===== src/rtl/ahb_mem_slave_if.sv =====
// AHB-Lite bus bundle between a master/interconnect and the memory responder.
// hready is the bus-level ready fed back by the interconnect. The slave
// drives hreadyout, hresp and hrdata.
interface ahb_mem_slave_if #(
  parameter int HADDR_SIZE = 32,
  parameter int HDATA_SIZE = 32
);
  logic                  hsel;
  logic [HADDR_SIZE-1:0] haddr;
  logic [1:0]            htrans;
  logic                  hwrite;
  logic [2:0]            hsize;
  logic [2:0]            hburst;
  logic [3:0]            hprot;
  logic [HDATA_SIZE-1:0] hwdata;
  logic                  hready;
  logic                  hreadyout;
  logic                  hresp;
  logic [HDATA_SIZE-1:0] hrdata;

  modport master (
    output hsel, haddr, htrans, hwrite, hsize, hburst, hprot, hwdata, hready,
    input  hreadyout, hresp, hrdata
  );

  modport slave (
    input  hsel, haddr, htrans, hwrite, hsize, hburst, hprot, hwdata, hready,
    output hreadyout, hresp, hrdata
  );
endinterface


===== src/rtl/ahb_mem_slave.sv =====
// ahb_mem_slave: AHB-Lite memory responder backed by 2**MEM_SIZE words.
// - Adds WAIT_STATES wait cycles, with hreadyout held low, before each OKAY data phase.
// - Signals illegal accesses with the two-cycle ERROR response.
// - Optional macro AHB_MEM_PROT_EN: a write with hprot[1]=0 (user access) is answered
//   with ERROR and is not committed. When the macro is not defined, hprot is ignored.
// - Data is little-endian across 4 byte lanes (HDATA_SIZE is fixed at 32).
module ahb_mem_slave #(
  parameter int HADDR_SIZE  = 32,
  parameter int HDATA_SIZE  = 32,
  parameter int MEM_SIZE    = 4,
  parameter int WAIT_STATES = 0
) (
  input  logic           hclk,
  input  logic           hreset,
  ahb_mem_slave_if.slave bus
);
  localparam int WORDS = 2 ** MEM_SIZE;
  localparam int HI_W  = HADDR_SIZE - MEM_SIZE - 2;

  typedef enum logic [2:0] {
    ST_IDLE = 3'd0,
    ST_WAIT = 3'd1,
    ST_OKAY = 3'd2,
    ST_ERR1 = 3'd3,
    ST_ERR2 = 3'd4
  } state_t;

  state_t                state_r;
  logic [3:0]            cnt_r;
  logic [MEM_SIZE-1:0]   idx_r;
  logic [3:0]            be_r;
  logic                  write_r;
  logic                  hreadyout_r;
  logic                  hresp_r;
  logic [HDATA_SIZE-1:0] hrdata_r;
  logic [HDATA_SIZE-1:0] mem_r [WORDS];

  logic                  open_s;
  logic                  accept_s;
  logic                  req_err_s;
  logic                  commit_s;
  logic [3:0]            be_s;
  logic [MEM_SIZE-1:0]   req_idx_s;
  logic [MEM_SIZE-1:0]   rd_idx_s;
  logic [HDATA_SIZE-1:0] wr_word_s;
  logic [HDATA_SIZE-1:0] rd_word_s;
  logic                  unused_s;

  // Illegal size, misaligned access, or address beyond the array.
  function automatic logic addr_err(input logic [HADDR_SIZE-1:0] a, input logic [2:0] sz);
    logic e;
    case (sz)
      3'd0:    e = 1'b0;
      3'd1:    e = a[0];
      3'd2:    e = (a[1:0] != 2'b00);
      default: e = 1'b1;
    endcase
    e = e | (a[HADDR_SIZE-1:MEM_SIZE+2] != {HI_W{1'b0}});
    return e;
  endfunction

  // Byte lanes touched by an access of the given size at the given offset.
  function automatic logic [3:0] lane_mask(input logic [1:0] ofs, input logic [2:0] sz);
    logic [3:0] m;
    case (sz)
      3'd0:    m = 4'b0001 << ofs;
      3'd1:    m = ofs[1] ? 4'b1100 : 4'b0011;
      3'd2:    m = 4'b1111;
      default: m = 4'b0000;
    endcase
    return m;
  endfunction

  // Replace the enabled byte lanes of the old word with the new data.
  function automatic logic [HDATA_SIZE-1:0] merge_lanes(input logic [HDATA_SIZE-1:0] old_w,
                                                        input logic [HDATA_SIZE-1:0] new_w,
                                                        input logic [3:0]            be);
    logic [HDATA_SIZE-1:0] m;
    m = old_w;
    for (int i = 0; i < 4; i++) begin
      if (be[i]) begin
        m[8*i +: 8] = new_w[8*i +: 8];
      end else begin
        m[8*i +: 8] = old_w[8*i +: 8];
      end
    end
    return m;
  endfunction

  // Decode the address phase on the bus. Accepts are only taken in states that drive hreadyout high.
  always_comb begin
    open_s    = (state_r == ST_IDLE) || (state_r == ST_OKAY) || (state_r == ST_ERR2);
    accept_s  = open_s & bus.hsel & bus.hready & bus.htrans[1];
    req_idx_s = bus.haddr[MEM_SIZE+1:2];
    be_s      = lane_mask(bus.haddr[1:0], bus.hsize);
`ifdef AHB_MEM_PROT_EN
    req_err_s = addr_err(bus.haddr, bus.hsize) | (bus.hwrite & ~bus.hprot[1]);
`else
    req_err_s = addr_err(bus.haddr, bus.hsize);
`endif
  end

  // Write merge and read-word select. A read accepted during a write's OKAY cycle sees the new data.
  always_comb begin
    commit_s  = (state_r == ST_OKAY) & write_r;
    wr_word_s = merge_lanes(mem_r[idx_r], bus.hwdata, be_r);
    if (accept_s) begin
      rd_idx_s = req_idx_s;
    end else begin
      rd_idx_s = idx_r;
    end
    if (commit_s && (rd_idx_s == idx_r)) begin
      rd_word_s = wr_word_s;
    end else begin
      rd_word_s = mem_r[rd_idx_s];
    end
  end

  // Transfer sequencing FSM with registered hreadyout/hresp/hrdata.
  always_ff @(posedge hclk) begin
    if (hreset) begin
      state_r     <= ST_IDLE;
      cnt_r       <= 4'd0;
      idx_r       <= {MEM_SIZE{1'b0}};
      be_r        <= 4'b0000;
      write_r     <= 1'b0;
      hreadyout_r <= 1'b1;
      hresp_r     <= 1'b0;
      hrdata_r    <= {HDATA_SIZE{1'b0}};
    end else begin
      case (state_r)
        ST_IDLE, ST_OKAY, ST_ERR2: begin
          if (accept_s) begin
            idx_r   <= req_idx_s;
            be_r    <= be_s;
            write_r <= bus.hwrite;
            if (req_err_s) begin
              state_r     <= ST_ERR1;
              hreadyout_r <= 1'b0;
              hresp_r     <= 1'b1;
            end else if (WAIT_STATES == 0) begin
              state_r     <= ST_OKAY;
              hreadyout_r <= 1'b1;
              hresp_r     <= 1'b0;
              if (!bus.hwrite) begin
                hrdata_r <= rd_word_s;
              end
            end else begin
              state_r     <= ST_WAIT;
              cnt_r       <= 4'(WAIT_STATES - 1);
              hreadyout_r <= 1'b0;
              hresp_r     <= 1'b0;
            end
          end else begin
            state_r     <= ST_IDLE;
            write_r     <= 1'b0;
            hreadyout_r <= 1'b1;
            hresp_r     <= 1'b0;
          end
        end
        ST_WAIT: begin
          if (cnt_r == 4'd0) begin
            state_r     <= ST_OKAY;
            hreadyout_r <= 1'b1;
            hresp_r     <= 1'b0;
            if (!write_r) begin
              hrdata_r <= rd_word_s;
            end
          end else begin
            cnt_r <= cnt_r - 4'd1;
          end
        end
        ST_ERR1: begin
          state_r     <= ST_ERR2;
          hreadyout_r <= 1'b1;
          hresp_r     <= 1'b1;
        end
        default: begin
          state_r     <= ST_IDLE;
          hreadyout_r <= 1'b1;
          hresp_r     <= 1'b0;
        end
      endcase
    end
  end

  // Word array. Reset clears it. It is written only when an OKAY write data phase closes.
  always_ff @(posedge hclk) begin
    if (hreset) begin
      for (int i = 0; i < WORDS; i++) begin
        mem_r[i] <= {HDATA_SIZE{1'b0}};
      end
    end else if (commit_s) begin
      mem_r[idx_r] <= wr_word_s;
    end
  end

  assign bus.hreadyout = hreadyout_r;
  assign bus.hresp     = hresp_r;
  assign bus.hrdata    = hrdata_r;

  // Burst type is not needed: every beat is decoded on its own.
  assign unused_s = ^{bus.hburst, bus.hprot};
endmodule

===== src/flat_wrapper.sv =====
// flat-port wrapper written by rule: the top's interface ports become plain ports
module ahb_mem_slave_flat 
#(
  parameter int HADDR_SIZE  = 32,
  parameter int HDATA_SIZE  = 32,
  parameter int MEM_SIZE    = 4,
  parameter int WAIT_STATES = 0
)
  (hclk, hreset, bus_hsel, bus_haddr, bus_htrans, bus_hwrite, bus_hsize, bus_hburst, bus_hprot, bus_hwdata, bus_hready, bus_hreadyout, bus_hresp, bus_hrdata);
  ahb_mem_slave_if #(.HADDR_SIZE(HADDR_SIZE), .HDATA_SIZE(HDATA_SIZE)) bus_i ();
  input  logic hclk;
  input  logic hreset;
  input wire logic [$bits(bus_i.hsel)-1:0] bus_hsel;
  input wire logic [$bits(bus_i.haddr)-1:0] bus_haddr;
  input wire logic [$bits(bus_i.htrans)-1:0] bus_htrans;
  input wire logic [$bits(bus_i.hwrite)-1:0] bus_hwrite;
  input wire logic [$bits(bus_i.hsize)-1:0] bus_hsize;
  input wire logic [$bits(bus_i.hburst)-1:0] bus_hburst;
  input wire logic [$bits(bus_i.hprot)-1:0] bus_hprot;
  input wire logic [$bits(bus_i.hwdata)-1:0] bus_hwdata;
  input wire logic [$bits(bus_i.hready)-1:0] bus_hready;
  output wire logic [$bits(bus_i.hreadyout)-1:0] bus_hreadyout;
  output wire logic [$bits(bus_i.hresp)-1:0] bus_hresp;
  output wire logic [$bits(bus_i.hrdata)-1:0] bus_hrdata;
  assign bus_i.hsel = bus_hsel;
  assign bus_i.haddr = bus_haddr;
  assign bus_i.htrans = bus_htrans;
  assign bus_i.hwrite = bus_hwrite;
  assign bus_i.hsize = bus_hsize;
  assign bus_i.hburst = bus_hburst;
  assign bus_i.hprot = bus_hprot;
  assign bus_i.hwdata = bus_hwdata;
  assign bus_i.hready = bus_hready;
  assign bus_hreadyout = bus_i.hreadyout;
  assign bus_hresp = bus_i.hresp;
  assign bus_hrdata = bus_i.hrdata;
  ahb_mem_slave #(.HADDR_SIZE(HADDR_SIZE), .HDATA_SIZE(HDATA_SIZE), .MEM_SIZE(MEM_SIZE), .WAIT_STATES(WAIT_STATES)) u_core (.hclk(hclk), .hreset(hreset), .bus(bus_i));
endmodule

===== config.mk =====
export PLATFORM = sky130hd
export DESIGN_NAME = ahb_mem_slave_flat
export DESIGN_NICKNAME = d
export VERILOG_FILES = /design/src/rtl/ahb_mem_slave_if.sv /design/src/rtl/ahb_mem_slave.sv /design/src/flat_wrapper.sv
export SDC_FILE = /design/constraint.sdc
export NUM_CORES = 1
export LEC_CHECK = 0
export CORE_MARGIN = 2
export CORE_UTILIZATION = 50
export CTS_BUF_LIST = sky130_fd_sc_hd__clkbuf_8
export CTS_CLUSTER_DIAMETER = 30
export CTS_CLUSTER_SIZE = 20
export DETAILED_ROUTE_END_ITERATION = 12
export GPL_ROUTABILITY_DRIVEN = 0
export PLACE_DENSITY = 0.74
export SLEW_MARGIN = 10
export SYNTH_ARGS = -nofsm -noshare
export SYNTH_HDL_FRONTEND = slang
export SYNTH_SLANG_ARGS = --single-unit

===== constraint.sdc =====
create_clock -name hclk -period 3.4 [get_ports hclk]
set_input_delay 0.68 -clock hclk [delete_from_list [all_inputs] [get_ports hclk]]
set_output_delay 0.68 -clock hclk [all_outputs]
set_load 0.005 [all_outputs]

Yosys cells after proc, flatten, opt, wreduce, memory -nomap -nowiden
Memory sizes are Yosys's and may differ from the RTL's. A register that Yosys moved wholly into a read port is not among the register bits.
Index checks and enable logic that the tools add are counted.
Storage, ports and cells
  bits in registers: 50
  latch bits: 0
  bits in writable memories: 512
  memory bits (read-only): 0
  bits of input ports: 81
  output and inout port bits: 34
  logic and storage cells: 81
  memories kept: 1
Cells by class
  $add $sub $neg: 1
  $mul: 0
  div/mod/pow operators: 0
  $lt $le $gt $ge: 0
  equality and inequality tests: 12
  shift operators: 1
  muxes and demuxes: 38
  bitwise gates (word level): 6
  reduce and logical (&&, ||, !) cells: 14
Memory list
  u_core.mem_r: words 16, width 32, read ports 2, clocked after memory_dff 1, write ports 16, line ahb_mem_slave.sv:36  | logic [HDATA_SIZE-1:0] mem_r [WORDS];
Operator list (number)
  32-bit two-way mux: 7
  32-bit one-hot mux with 2 select lines: 1
  8-bit two-way mux: 4
  32-bit OR reduction: 1
  26-bit nonzero test: 1
  4-bit two-way mux: 5
  1-bit two-way mux: 14
  4-bit one-hot mux with 3 select lines: 1
  3-bit by 2-bit equality test with 1-bit output (second input constant): 3
  3-bit one-hot mux with 3 select lines: 1
  3-bit by 1-bit equality test with 1-bit output (second input constant): 2
  3-bit zero test: 2
  2-bit inequality test (second input constant): 3
  1-bit one-hot mux with 3 select lines: 2
  6-bit AND reduction: 1
  1-bit AND: 4
  4-bit equality test: 1
  4-bit zero test: 1
  2-bit by 1-bit inequality test with 1-bit output (second input constant): 2
  2-bit AND reduction: 2
  2-bit nonzero test: 2
  1-bit by 2-bit << shifter with 4-bit output (first input constant): 1
  4-bit by 1-bit subtractor with 4-bit output (second input constant): 1
  3-bit equality test (second input constant): 1
  8 further kinds: 9

Longest topological paths before layout
  depth in word-level cells: 14
  depth in mapped cells: 11
  depth with buffers taken out: 8

Worst setup path before layout
Ideal clock, no wire load.
  path kind: in2reg
  start point: input port hreset
  end point: memory u_core.mem_r[3][0], enable pin
  library setup time: 394 ps
  arrival: 2510 ps
  setup slack: 496 ps
  stages: 5
  path buffers: 1
  cell sequence: clkbuf_1 and4bb_2 nor3b_1 nand3_1 nand2b_1
RTL lines
  from (decl): line flat_wrapper.sv:12  | input logic hreset;
  to (decl): line ahb_mem_slave.sv:36

==> reports/metrics.yaml <==
synth:
  synth-main-ff-cell: "edfxtp_1"
  synthArstFlopShare: 0
  synth_edf_count: 512
  synth_area_mm2: 0.0285
  ys_warn_count: 0
  syn_area_per_cell_um2: 12.1
  syn_nets: 2435
  yosysSeqAreaShare: 0.577
  synth_area_leader_cell: "edfxtp_1"
  synth_top_cell_area_share: 0.539
  yosysMostFrequentCell: "nor2_1"
  synthTopCellsByArea: "edfxtp_1 (54%), mux4_2 (10%), mux2i_1 (7.9%), nor2_1 (7.4%), dfxtp_1 (3.8%)"
  synth_seq_cells: 566
  synthCells: 2353
  synth_cell_types: 55
  synth_top_cells_by_count: "nor2_1 (565), edfxtp_1 (512), nand2_1 (226)"
final_layout:
  multi_input_area_mm2: 0.0112
  syn_to_final_growth_pct: 18.2
  drive_above_1_share: 0.193
  nFillCells: 4391
  layout.area.seq_mm2: 0.0165
  final_net_count: 2571
  fin_area_mm2: 0.0337
  final_util: 0.598
global_route:
  grt_pass1_wl_um: 133000
  grt_max_degree: 57
  antenna_found_initial: 1
  track_usage: 0.300
  grt_pass1_vias: 22400
  grt_overflow: 0
clock_network:
  clk_pin_slew_ps: 60
  post-cts-setup-buffers: 0
  clock_latency_ps: 740
  clock-root-buffer: "clkbuf_8"
  cts_hold_buf: 0
  cts_buffers: 109
  cts_resized: 0
  cts.path.max_buffers: 3
  cts_tree: "yes"
  htree_levels: 3
  clock-sinks: 566
critical_path:
  r2r_cells: 10
  rr_endpoint: "u_core.bus.hrdata[29]"
  required_ps: 3990
  arrival_ps: 3470
  endpoint_kind: "flip-flop"
  start_kind: "flip-flop"
  rrSetupSlack_ps: 520
  crit_type: "reg2reg"
  crit_fanout: 34
sta:
  worst_clock_skew_ps: 56.8
  fmax_mhz: 347
  slew_headroom: 0.400
  finalCritPeriodShare: 0.848
  hold_viol_final: 0
  holdWs_ps: 471
  slew_viol_final: 0
  fin_crit_ps: 2880
  tightest_slew_ps: 897
  setup_viol: 0
  fin_setup_tns_ps: 0
  rsz0062_at_grt: "false"
detailed_routing:
  wl_per_cell_um: 26.7
  dr.pass1.iters: 7
  drt_iter0_markers: 2906
  drc_errors: 0
  postRouteAntennaNets: 0
  wl_um: 89100
  viasPerCell: 6.55
  routed-via-count: 21900
pwr:
  vdd_drop_max_mv: 0.360
  power_leakage_nw: 11.3
  power.density_mw_per_mm2: 520
floorplan:
  die-area_mm2: 0.0590
  initial_utilization: 0.506
  fp.dieH_um: 243
  core-area_mm2: 0.0564
  rows: 87
  fp.dieW_um: 243
  ios: 115
hold_path:
  holdPathStages: 2
  hold_start: "u_core.bus.hrdata[8]"
  hold_path_class: "reg2reg"
  min_to: "u_core.bus.hrdata[8]"
run_status:
  status: "completed"
placed_design:
  placed_cell_area_mm2: 0.0311
  port_buffers: 106
  dpl.hpwl_um: 53700
run:
  cap_violations: 0
## registers in the layout (all words and copies together) (netlist names), named ones only
register              count
u_core.mem_r            512
u_core.bus.hrdata        32
u_core.be_r               4
u_core.cnt_r              4
u_core.idx_r              4
u_core.state_r            3
u_core.bus.hreadyout      1
u_core.bus.hresp          1
u_core.write_r            1
## layout by cell type (no fill, tap or decap), types with 4 or more instances in the layout
cell and count:
o22ai_1 33, nor2b_1 10, nand2_1 225, o21ai_2 25, inv_1 9, a32oi_1 96, inv_6 7, o21ai_1 13
nand3_2 4, inv_2 4, edfxtp_1 512, clkinv_4 10, dfxtp_1 51, buf_12 35, nand3_1 76, mux4_2 128
a22oi_1 33, clkinvlp_4 13, a21bo_1 8, xor2_1 5, a21oi_1 37, nand2b_2 16, clkinv_2 18, buf_4 87
clkbuf_8 117, mux2i_1 224, bufinv_16 20, clkinv_1 15, nor4_1 8, nor3b_1 5, or4_1 8, nand2b_1 5
clkdlybuf4s50_1 106, o21ai_0 7, nor2_1 565
## layout make-up
cell class | instances | area share
tap | 756 | 0.0281
clock inverter | 89 | 0.0301
multi-input combinational | 1577 | 0.333
clock buffer | 117 | 0.0478
sequential | 566 | 0.488
antenna | 1 | 0.0000742
inverter | 7 | 0.000779
timing repair buffer | 228 | 0.0716
## critical path, stage by stage (launching register included)
cell,delay [ps]
dfxtp_4,500
buf_12,320
buf_12,200
mux4_2,500
mux2i_1,240
a22oi_1,160
o21ai_1,140
buf_4,250
nor2_1,80
a21oi_1,160
nand3_1,110
## layer usage
metal	part of all wire	vias up	global-route usage
met5	0	-	0
met1	0.35	10700	0.371
met3	0.13	369	0.0712
met2	0.47	1693	0.489
li1	-	9088	-
met4	0.054	0	0.163
## cell families after synthesis
logic type	Yosys count	synth area share
AO/OA/AOI/OAI	272	0.0712
XOR/XNOR	8	0.00246
adder cells (fa/ha/maj)	1	0.000438
buffers and inverters	210	0.0343
flip-flops	566	0.577
multiplexers	352	0.180
AND/OR/NAND/NOR	944	0.135
## stage by stage
| stage | total power [mW] | instances | setup WS, ps |
|---|---|---|---|
| floorplan | 8.99 | 2353 | 496 |
| global placement | 9.56 | 3134 | 134 |
| detailed placement | 9.61 | 3134 | 42.7 |
| CTS | 17.5 | 3340 | 560 |
| global route | 18.0 | 3341 | 313 |
| finish | 17.5 | 3341 | 515 |
## worst max-delay path by stage
stage | from | end | slack [ps] | cells past startpoint
6_report | flip-flop | u_core.bus.hrdata[29] | 520 | 10
5_1_grt | flip-flop | u_core.bus.hrdata[30] | 310 | 9
4_1_cts | flip-flop | u_core.bus.hrdata[30] | 560 | 9
3_5_place_dp | bus_htrans[1] | u_core.bus.hrdata[18] | 40 | 11
3_3_place_gp | bus_htrans[1] | u_core.bus.hrdata[2] | 130 | 9
2_1_floorplan | hreset | u_core.mem_r[3][0] | 500 | 5
## where the power goes
group          switching (mW)  total (mW)  internal, mW  leakage (nW)
Sequential              0.147        7.94          7.79          5.72
Combinational           0.964        1.57         0.610          4.23
Clock                    3.24        8.03          4.79          1.32
(Power assumes the default switching activity.)
